## config.mk

```make
export PLATFORM = sky130hd
export DESIGN_NAME = ascon_ctrl_fsm_flat
export DESIGN_NICKNAME = d
export VERILOG_FILES = /design/src/rtl/ascon_ctrl_fsm_pkg.sv /design/src/rtl/ascon_ctrl_fsm_if.sv /design/src/rtl/ascon_ctrl_fsm.sv /design/src/flat_wrapper.sv
export SDC_FILE = /design/constraint.sdc
export NUM_CORES = 1
export LEC_CHECK = 0
export ABC_CLOCK_PERIOD_IN_PS = 1350
export BUFFER_PORTS_ARGS = -buffer_cell sky130_fd_sc_hd__buf_2
export CORE_MARGIN = 8
export CORE_UTILIZATION = 38
export DETAILED_ROUTE_END_ITERATION = 6
export SLEW_MARGIN = 20
export SYNTH_ARGS = -nofsm -noshare
export SYNTH_HDL_FRONTEND = slang
export SYNTH_SLANG_ARGS = --single-unit
```

## constraint.sdc

```tcl
create_clock -name clock_i -period 1.35 [get_ports clock_i]
set_input_delay 0.135 -clock clock_i [delete_from_list [all_inputs] [get_ports clock_i]]
set_output_delay 0.135 -clock clock_i [all_outputs]
set_load 0.02 [all_outputs]
```

## src/rtl/ascon_ctrl_fsm_pkg.sv

```systemverilog
// ---------------------------------------------------------------------------
// ascon_ctrl_fsm_pkg
// Shared types and constants for the ASCON-128 encryption sequencer.
//   state_t     : controller states, IDLE through TAG
//   ROUND_LAST  : last round index of every permutation (p12 and p6)
//   ROUND_P6    : round counter load value at the start of a p6
//   ROUND_P12   : round counter load value at the start of a p12
//   round_fault : true for counter values a running permutation never reaches
// ---------------------------------------------------------------------------
package ascon_ctrl_fsm_pkg;

    localparam logic [3:0] ROUND_LAST = 4'd11;
    localparam logic [3:0] ROUND_P6   = 4'd6;
    localparam logic [3:0] ROUND_P12  = 4'd0;

    typedef enum logic [3:0] {
        IDLE,
        INIT_LD,
        P12_INIT,
        AD_WAIT,
        P6_AD,
        PT_WAIT,
        P6_PT,
        P12_FIN,
        TAG
    } state_t;

    // Rounds 12..15 cannot occur while a permutation is running; seeing one
    // means the counter and the controller have lost step with each other.
    function automatic logic round_fault(input logic [3:0] round);
        return round > ROUND_LAST;
    endfunction

endpackage

```

## src/rtl/ascon_ctrl_fsm_if.sv

```systemverilog
// ---------------------------------------------------------------------------
// ascon_ctrl_fsm_if
// Control bundle between the ASCON sequencer and its surroundings
// (round counter, permutation datapath, block source).
//   start_i, nb_blk_i     : request one encryption of nb_blk_i plaintext blocks
//   data_valid_i          : AD/PT block present on the datapath input
//   round_i               : current round counter value
//   data_ready_o          : controller is waiting for a block
//   enable_cpt_o, init_a_o, init_b_o : round counter step / load 0 / load 6
//   init_state_o, xor_*   : permutation input mux and xor controls
//   cipher_valid_o, tag_valid_o : one-cycle result strobes
//   busy_o                : an encryption is in progress
// modport master : side driving requests and the round value (bench/top level)
// modport slave  : the sequencer itself
// ---------------------------------------------------------------------------
interface ascon_ctrl_fsm_if #(
    parameter int NB_BLK_W = 3
);

    logic                start_i;
    logic [NB_BLK_W-1:0] nb_blk_i;
    logic                data_valid_i;
    logic [3:0]          round_i;
    logic                data_ready_o;
    logic                enable_cpt_o;
    logic                init_a_o;
    logic                init_b_o;
    logic                init_state_o;
    logic                xor_data_begin_o;
    logic                xor_key_begin_o;
    logic                xor_key_end_o;
    logic                xor_lsb_end_o;
    logic                cipher_valid_o;
    logic                tag_valid_o;
    logic                busy_o;

    modport master (
        output start_i, nb_blk_i, data_valid_i, round_i,
        input  data_ready_o, enable_cpt_o, init_a_o, init_b_o, init_state_o,
               xor_data_begin_o, xor_key_begin_o, xor_key_end_o, xor_lsb_end_o,
               cipher_valid_o, tag_valid_o, busy_o
    );

    modport slave (
        input  start_i, nb_blk_i, data_valid_i, round_i,
        output data_ready_o, enable_cpt_o, init_a_o, init_b_o, init_state_o,
               xor_data_begin_o, xor_key_begin_o, xor_key_end_o, xor_lsb_end_o,
               cipher_valid_o, tag_valid_o, busy_o
    );

endinterface

```

## src/rtl/ascon_ctrl_fsm.sv

```systemverilog
// ---------------------------------------------------------------------------
// ascon_ctrl_fsm
// Sequencer for the ASCON-128 encryption datapath:
//   init p12 -> one AD block p6 -> (N-1) plaintext p6 -> final block + p12 -> tag.
// Drives the round counter and the permutation's xor/mux controls, and takes
// data blocks through a valid/ready handshake.
// Ports:
//   clock_i : system clock
//   reset_i : synchronous, active-high reset (aborts any encryption)
//   ctrl    : ascon_ctrl_fsm_if.slave control bundle (see interface header)
// ---------------------------------------------------------------------------
module ascon_ctrl_fsm
    import ascon_ctrl_fsm_pkg::*;
#(
    parameter int NB_BLK_W = 3
) (
    input logic             clock_i,
    input logic             reset_i,
    ascon_ctrl_fsm_if.slave ctrl
);

    localparam logic [NB_BLK_W-1:0] BLK_ZERO = '0;
    localparam logic [NB_BLK_W-1:0] BLK_ONE  = {{(NB_BLK_W-1){1'b0}}, 1'b1};

    state_t              state;
    state_t              state_next;
    logic [NB_BLK_W-1:0] blk_idx;
    logic [NB_BLK_W-1:0] nb_last;

    logic data_ready;
    logic enable_cpt;
    logic init_a;
    logic init_b;
    logic init_state;
    logic xor_data_begin;
    logic xor_key_begin;
    logic xor_key_end;
    logic xor_lsb_end;
    logic cipher_valid;
    logic tag_valid;

    // nb_last holds the index of the final plaintext block. A request for
    // zero blocks is treated as one block, so both map to index 0.
    always_ff @(posedge clock_i) begin
        if (reset_i) begin
            state   <= IDLE;
            blk_idx <= BLK_ZERO;
            nb_last <= BLK_ZERO;
        end else begin
            state <= state_next;
            if (state == IDLE && ctrl.start_i) begin
                blk_idx <= BLK_ZERO;
                nb_last <= (ctrl.nb_blk_i == BLK_ZERO) ? BLK_ZERO : ctrl.nb_blk_i - BLK_ONE;
            end else if (state == P6_PT && ctrl.round_i == ROUND_LAST) begin
                blk_idx <= blk_idx + BLK_ONE;
            end
        end
    end

    // Outputs are decoded from state and round, except in the two WAIT
    // states where the counter load is issued in the same cycle the block
    // is accepted, so the permutation starts without a bubble.
    always_comb begin
        state_next     = state;
        data_ready     = 1'b0;
        enable_cpt     = 1'b0;
        init_a         = 1'b0;
        init_b         = 1'b0;
        init_state     = 1'b0;
        xor_data_begin = 1'b0;
        xor_key_begin  = 1'b0;
        xor_key_end    = 1'b0;
        xor_lsb_end    = 1'b0;
        cipher_valid   = 1'b0;
        tag_valid      = 1'b0;

        case (state)
            IDLE: begin
                if (ctrl.start_i) begin
                    state_next = INIT_LD;
                end
            end
            INIT_LD: begin
                enable_cpt = 1'b1;
                init_a     = 1'b1;
                state_next = P12_INIT;
            end
            P12_INIT: begin
                enable_cpt = 1'b1;
                if (ctrl.round_i == ROUND_P12) begin
                    init_state = 1'b1;
                end
                if (ctrl.round_i == ROUND_LAST) begin
                    xor_key_end = 1'b1;
                    state_next  = AD_WAIT;
                end else if (round_fault(ctrl.round_i)) begin
                    state_next = IDLE;
                end
            end
            AD_WAIT: begin
                data_ready = 1'b1;
                if (ctrl.data_valid_i) begin
                    enable_cpt = 1'b1;
                    init_b     = 1'b1;
                    state_next = P6_AD;
                end
            end
            P6_AD: begin
                enable_cpt = 1'b1;
                if (ctrl.round_i == ROUND_P6) begin
                    xor_data_begin = 1'b1;
                end
                if (ctrl.round_i == ROUND_LAST) begin
                    xor_lsb_end = 1'b1;
                    state_next  = PT_WAIT;
                end else if (round_fault(ctrl.round_i)) begin
                    state_next = IDLE;
                end
            end
            PT_WAIT: begin
                data_ready = 1'b1;
                if (ctrl.data_valid_i) begin
                    enable_cpt = 1'b1;
                    if (blk_idx < nb_last) begin
                        init_b     = 1'b1;
                        state_next = P6_PT;
                    end else begin
                        init_a     = 1'b1;
                        state_next = P12_FIN;
                    end
                end
            end
            P6_PT: begin
                enable_cpt = 1'b1;
                if (ctrl.round_i == ROUND_P6) begin
                    xor_data_begin = 1'b1;
                    cipher_valid   = 1'b1;
                end
                if (ctrl.round_i == ROUND_LAST) begin
                    state_next = PT_WAIT;
                end else if (round_fault(ctrl.round_i)) begin
                    state_next = IDLE;
                end
            end
            P12_FIN: begin
                enable_cpt = 1'b1;
                if (ctrl.round_i == ROUND_P12) begin
                    xor_data_begin = 1'b1;
                    xor_key_begin  = 1'b1;
                    cipher_valid   = 1'b1;
                end
                if (ctrl.round_i == ROUND_LAST) begin
                    xor_key_end = 1'b1;
                    state_next  = TAG;
                end else if (round_fault(ctrl.round_i)) begin
                    state_next = IDLE;
                end
            end
            TAG: begin
                tag_valid  = 1'b1;
                state_next = IDLE;
            end
            default: begin
                state_next = IDLE;
            end
        endcase
    end

    assign ctrl.data_ready_o     = data_ready;
    assign ctrl.enable_cpt_o     = enable_cpt;
    assign ctrl.init_a_o         = init_a;
    assign ctrl.init_b_o         = init_b;
    assign ctrl.init_state_o     = init_state;
    assign ctrl.xor_data_begin_o = xor_data_begin;
    assign ctrl.xor_key_begin_o  = xor_key_begin;
    assign ctrl.xor_key_end_o    = xor_key_end;
    assign ctrl.xor_lsb_end_o    = xor_lsb_end;
    assign ctrl.cipher_valid_o   = cipher_valid;
    assign ctrl.tag_valid_o      = tag_valid;
    assign ctrl.busy_o           = (state != IDLE);

endmodule

```

## src/flat_wrapper.sv

```systemverilog
// flat-port wrapper written by rule: the top's interface ports become plain ports
module ascon_ctrl_fsm_flat import ascon_ctrl_fsm_pkg::*;
#(
    parameter int NB_BLK_W = 3
)
  (clock_i, reset_i, ctrl_start_i, ctrl_nb_blk_i, ctrl_data_valid_i, ctrl_round_i, ctrl_data_ready_o, ctrl_enable_cpt_o, ctrl_init_a_o, ctrl_init_b_o, ctrl_init_state_o, ctrl_xor_data_begin_o, ctrl_xor_key_begin_o, ctrl_xor_key_end_o, ctrl_xor_lsb_end_o, ctrl_cipher_valid_o, ctrl_tag_valid_o, ctrl_busy_o);
  ascon_ctrl_fsm_if #(.NB_BLK_W(NB_BLK_W)) ctrl_i ();
  input logic clock_i;
  input logic reset_i;
  input wire logic [$bits(ctrl_i.start_i)-1:0] ctrl_start_i;
  input wire logic [$bits(ctrl_i.nb_blk_i)-1:0] ctrl_nb_blk_i;
  input wire logic [$bits(ctrl_i.data_valid_i)-1:0] ctrl_data_valid_i;
  input wire logic [$bits(ctrl_i.round_i)-1:0] ctrl_round_i;
  output wire logic [$bits(ctrl_i.data_ready_o)-1:0] ctrl_data_ready_o;
  output wire logic [$bits(ctrl_i.enable_cpt_o)-1:0] ctrl_enable_cpt_o;
  output wire logic [$bits(ctrl_i.init_a_o)-1:0] ctrl_init_a_o;
  output wire logic [$bits(ctrl_i.init_b_o)-1:0] ctrl_init_b_o;
  output wire logic [$bits(ctrl_i.init_state_o)-1:0] ctrl_init_state_o;
  output wire logic [$bits(ctrl_i.xor_data_begin_o)-1:0] ctrl_xor_data_begin_o;
  output wire logic [$bits(ctrl_i.xor_key_begin_o)-1:0] ctrl_xor_key_begin_o;
  output wire logic [$bits(ctrl_i.xor_key_end_o)-1:0] ctrl_xor_key_end_o;
  output wire logic [$bits(ctrl_i.xor_lsb_end_o)-1:0] ctrl_xor_lsb_end_o;
  output wire logic [$bits(ctrl_i.cipher_valid_o)-1:0] ctrl_cipher_valid_o;
  output wire logic [$bits(ctrl_i.tag_valid_o)-1:0] ctrl_tag_valid_o;
  output wire logic [$bits(ctrl_i.busy_o)-1:0] ctrl_busy_o;
  assign ctrl_i.start_i = ctrl_start_i;
  assign ctrl_i.nb_blk_i = ctrl_nb_blk_i;
  assign ctrl_i.data_valid_i = ctrl_data_valid_i;
  assign ctrl_i.round_i = ctrl_round_i;
  assign ctrl_data_ready_o = ctrl_i.data_ready_o;
  assign ctrl_enable_cpt_o = ctrl_i.enable_cpt_o;
  assign ctrl_init_a_o = ctrl_i.init_a_o;
  assign ctrl_init_b_o = ctrl_i.init_b_o;
  assign ctrl_init_state_o = ctrl_i.init_state_o;
  assign ctrl_xor_data_begin_o = ctrl_i.xor_data_begin_o;
  assign ctrl_xor_key_begin_o = ctrl_i.xor_key_begin_o;
  assign ctrl_xor_key_end_o = ctrl_i.xor_key_end_o;
  assign ctrl_xor_lsb_end_o = ctrl_i.xor_lsb_end_o;
  assign ctrl_cipher_valid_o = ctrl_i.cipher_valid_o;
  assign ctrl_tag_valid_o = ctrl_i.tag_valid_o;
  assign ctrl_busy_o = ctrl_i.busy_o;
  ascon_ctrl_fsm #(.NB_BLK_W(NB_BLK_W)) u_core (.clock_i(clock_i), .reset_i(reset_i), .ctrl(ctrl_i));
endmodule
```

# Word level (Yosys, flattened, before mapping)

Index checks and enable logic that the tools add are counted.

$add $sub $neg: 2
Multiply operators: 0
Divide/modulo/power cells: 0
Order comparisons: 2
Equality and inequality tests: 13
Shift-type cells: 0
Muxes and demuxes: 29
Bitwise logic cells: 0
Reductions and logical operators: 12

Operators by type and width:

| kind                                                                | number |
|---|---|
| 4-bit two-way mux                                                   | 7 |
| 4-bit one-hot mux with 7 select lines                               | 1 |
| 4-bit by 3-bit == test with 1-bit output (second input constant)    | 5 |
| 1-bit two-way mux                                                   | 15 |
| 1-bit one-hot mux with 2 select lines                               | 5 |
| 4-bit by 2-bit == test with 1-bit output (second input constant)    | 2 |
| 4-bit == test (second input constant)                               | 2 |
| 4-bit logical NOT                                                   | 2 |
| 2-bit OR reduction                                                  | 4 |
| 2-bit != test (second input constant)                               | 3 |
| 5-bit OR reduction                                                  | 1 |
| 4-bit by 1-bit == test with 1-bit output (second input constant)    | 1 |
| 4-bit greater-than comparator (second input constant)               | 1 |
| 4-bit nonzero test                                                  | 1 |
| 3-bit by 1-bit adder with 3-bit output (second input constant)      | 1 |
| 3-bit logical NOT                                                   | 1 |
| 3-bit < comparator                                                  | 1 |
| 3-bit two-way mux                                                   | 1 |
| 3-bit AND reduction                                                 | 1 |
| 3-bit by 1-bit subtractor with 3-bit output (second input constant) | 1 |
| 1-bit logical AND                                                   | 2 |

Register bits after elaboration: 10
Latch bits: 0
Memory bits (writable): 0
ROM bits: 0
Bits of input ports: 11
Output and inout port bits: 12
Word-level logic and storage cells: 61
Memories: 0

# Depth between registers and ports, before layout

Depth after elaboration: 4
Gate-level depth with buffers: 6
Depth with buffers taken out: 6

# Worst setup path after synthesis

OpenSTA, ideal clock, no wires.

Kind: flip-flop to output port
Start point: register u_core.nb_last[2]
End point: output ctrl_init_a_o
Arrival: 1.508 ns
Slack: -0.293 ns
Stages on the path, launching flop included: 7
Path buffers: 0
Cell sequence: dfxtp_1 > inv_1 > ha_1 > nand2_1 > o21ai_2 > a21oi_1 > nor4_1

Word-level cells in the longest chain between the ends: 4

Ends and longest elaborated chain:

| item                                  | RTL line              | text |
|---|---|---|
| start: declaration                    | ascon_ctrl_fsm.sv:28  | `logic [NB_BLK_W-1:0] nb_last;` |
| start signal: assignment              | ascon_ctrl_fsm.sv:53  | `nb_last <= (ctrl.nb_blk_i == BLK_ZERO) ? BLK_ZERO : ctrl.nb_blk_i - BLK_ONE;` |
| 3-bit < comparator                    | ascon_ctrl_fsm.sv:124 | `if (blk_idx < nb_last) begin` |
| 1-bit two-way mux                     | ascon_ctrl_fsm.sv:124 |  |
| 1-bit two-way mux                     | ascon_ctrl_fsm.sv:122 | `if (ctrl.data_valid_i) begin` |
| 1-bit one-hot mux with 2 select lines | ascon_ctrl_fsm.sv:77  | `case (state)` |
| end: declaration                      | flat_wrapper.sv:16    | `output wire logic [$bits(ctrl_i.init_a_o)-1:0] ctrl_init_a_o;` |

Every way passes these cells.

# Final worst setup path

Same ends and word-level chain as after synthesis.

==> summary.txt <==
Outcome
  – Status: finished with violations
  – Violated checks: negative setup slack

Logic synthesis
  – Area leader, netlist: dfxtp_1
  – XOR/XNOR share of the synthesized area: 0.0491
  – Adder-cell share of the synthesized area: 0.0722
  – Yosys warns: 0
  – Fraction of synthesized area in multiplexers: 0.0346
  – Post-Syn Area: 867 µm²
  – Post-synthesis instance total: 112
  – Post-synthesis simple-gate area fraction: 0.354
  – Post-synth top cells: nand2_1 (11), dfxtp_1 (10), nor2_1 (10), nor3_1 (10), inv_1 (7)
  – Synth Register Bits: 10
  – Share of the synthesized area in the top cell type: 0.231
  – Synth Flop Type: dfxtp_1
  – Post-synthesis cell type count: 42
  – Synth Area in Compound Gates: 0.179
  – Asr flop ratio synth: 0
  – Largest cells by area after synthesis: dfxtp_1 (23%), ha_1 (7.2%), nor3_1 (5.8%), nand2_1 (4.8%), nor2_1 (4.3%)
  – Mean Syn Cell Area: 7.74 µm²
  – Dominant cell by count in the synthesized netlist: nand2_1
  – Number of flops mapped to enable cells by yosys: 0
  – Largest family of logic cells by synthesized area: simple AND/OR/NAND/NOR gates
  – Net Count, Synth: 128
  – Seq/Total Area, Yosys: 0.231

Worst setup path
  – Worst-path cell chain: inv_2, ha_4, nand2_4, o21ai_4, a21oi_2, nor4_2, buf_4
  – Reg2Reg Setup Slack: -0.31 ns
  – Reg2Reg Depth: 7
  – Critical R2R Launch: u_core.nb_last[2]
  – Top delay family on crit path: flip-flops
  – CP endpoint kind: output port
  – Worst reg2reg path endpoint: u_core.state[0]
  – WP data arrival: 1.59 ns
  – Crit path launch type: flip-flop
  – Crit path largest cell delay: 0.35 ns
  – Max FO, Critical Path: 3
  – Crit Path Class: flip-flop to output port
  – CP bufs+invs: 2
  – Worst Path Required: 1.22 ns
  – Slowest stage cell, crit path: dfxtp_2

Timing
  – Final Hold Fails: 0
  – Final Setup Violations: 15
  – Max-slew headroom: 0.820
  – Fmax: 0.581 GHz
  – Slew @ Worst Pin: 0.266 ns
  – Max Slew Vio Count: 0
  – Tcrit/Tclk final: 1.28
  – Hold_ws: 0.145 ns
  – Fin worst setup slack: -0.372 ns
  – Setup TNS: -2.43 ns
  – Unrepaired setup endpoints after global routing: true
  – Setup Skew: 0.0114 ns
  – Fin crit period: 1.72 ns

Pwr
  – Tot Pwr: 0.00159 W
  – Worst VDD drop: 0.836 mV
  – Pwr dens: 988 mW/mm²
  – Leak pwr: 0.697 nW

Layout
  – Antenna diode count: 0
  – Post-route insts no fill: 194
  – Nets: 184
  – Layout cells sized above 1: 0.663
  – Area Growth Syn to Fin: 86.0%
  – Register area: 218 µm²
  – Fill cells: 154
  – Multi-input logic area: 830 µm²

Global route
  – GRT Resource Usage Total: 0.141
  – Vias in the first global route: 1,098
  – Gr ovfl total: 0
  – Global-route wire length before repair: 4.87 mm
  – Largest net degree at the start of global routing: 13
  – Initial antenna violation count: 0

Floorplan
  – Die height: 63.8 µm
  – Num rows: 17
  – Io pins: 23
  – Initial Util: 0.396
  – Die X-Extent: 63.8 µm
  – Full die area: 0.00407 mm²
  – Core area: 0.00219 mm²

Route
  – Detailed-route wire length per cell: 17.3 µm
  – DRT Wirelength: 3.35 mm
  – Via density: 5.48
  – First drt pass iteration count: 4
  – Via count: 1,064
  – DRC Markers: 0
  – Iter 0 DRT Violations: 52
  – Routed Antenna Nets: 0

Clock tree
  – Clock sinks: 10
  – Clk root buf: clkbuf_4
  – Max Buffers Root-to-Sink: 2
  – Clock Latency Late Sink: 0.26 ns
  – Clk slew on worst S/H paths: 0.07 ns
  – TritonCTS Buffers: 3
  – Depth of the CTS H-tree: 1
  – CTS tree: done

Placed design
  – DP HPWL: 2.01 mm
  – Gpl congestion: 0.831
  – Placed Cells: 177
  – Port bufs: 22

Run
  – Max-cap viol count: 0

Hold path
  – Tightest Hold Check Type: primary input to flip-flop
  – Hold EP: u_core.nb_last[1]
  – Worst hold path depth: 3
  – HP Start: ctrl_nb_blk_i[1]
routing by layer:
metal | wire [µm] | share of wire | global-route usage | vias up
met5 | 0 | 0 | 0 | -
met4 | 23 | 0.0069 | 0.0334 | 0
met3 | 130 | 0.039 | 0.0418 | 4
met2 | 1740 | 0.52 | 0.261 | 23
met1 | 1460 | 0.43 | 0.153 | 524
li1 | - | - | - | 513
tightest hold or removal path: stages:
cell and delay [ns]:
buf_2 0.10, nand2_1 0.05, a311oi_1 0.08
cells in the final DEF, fill, tap and decap left out, drive strengths merged, types with 2 or more instances in the layout:
cell / netlist / routed
buf: 4 / 57
nor2: 11 / 11
nand2: 11 / 11
nor3: 10 / 10
dfxtp: 10 / 10
inv: 8 / 7
o21ai: 6 / 6
a21oi: 5 / 5
ha: 5 / 5
and3: 4 / 4
mux2i: 3 / 3
clkbuf: 2 / 3
nor4: 3 / 3
or4: 2 / 2
a31oi: 2 / 2
xor2: 2 / 2
xnor2: 2 / 2
or2: 2 / 2
or2b: 2 / 2
and2b: 2 / 2
o311ai: 2 / 2
worst max-delay path by stage:
stage / start / to / cells past startpoint
final: u_core.nb_last[2] / ctrl_init_a_o / 7
after global routing: u_core.nb_last[2] / ctrl_init_a_o / 7
after CTS: u_core.nb_last[2] / ctrl_init_b_o / 7
after detailed placement: u_core.nb_last[2] / ctrl_init_b_o / 7
after global placement: u_core.nb_last[2] / ctrl_init_b_o / 7
after floorplan: u_core.state[0] / ctrl_cipher_valid_o / 4
power by group:
| part | switching (W) | total (W) | internal [W] |
|---|---|---|---|
| clock | 0.0000977 | 0.000200 | 0.000102 |
| combinational | 0.000488 | 0.00102 | 0.000534 |
| sequential | 0.0000421 | 0.000371 | 0.000329 |
| total | 0.000628 | 0.00159 | 0.000965 |
flip-flops by register name, indices dropped and copies added (netlist names):
signal and count:
u_core.state 4, u_core.nb_last 3, u_core.blk_idx 3
cell type report:
type	count	share of cell area
timing repair buffer	57	0.294
tap	28	0.0217
sequential	10	0.135
multi-input combinational	88	0.514
inverter	8	0.0209
clock buffer	3	0.0140
through the flow:
| step | cell area, µm² | utilization | worst slack [ns] |
|---|---|---|---|
| 6_report | 1610 | 0.736 | -0.372 |
| 2_1_floorplan | 906 | - | -0.0779 |
| 3_5_place_dp | 1170 | 0.533 | -0.182 |
| 5_1_grt | 1610 | 0.736 | -0.481 |
| 4_1_cts | 1430 | 0.650 | -0.338 |
| 3_3_place_gp | 1170 | 0.533 | -0.153 |
timing repair:
| item | 4_1_cts | 5_1_grt |
|---|---|---|
| setup endpoints to repair | 16 | 21 |
| hold buffers | 0 | 0 |
| resized for setup | 54 | 34 |
| buffers inserted | 6 | 8 |
| pin swaps | 11 | 10 |
kinds of logic after synthesis:
logic type	Yosys count
AO/OA/AOI/OAI	22
XOR/XNOR	4
adder cells (fa/ha/maj)	5
buffers and inverters	14
flip-flops	10
multiplexers	3
AND/OR/NAND/NOR	54
(Power assumes the default switching activity.)
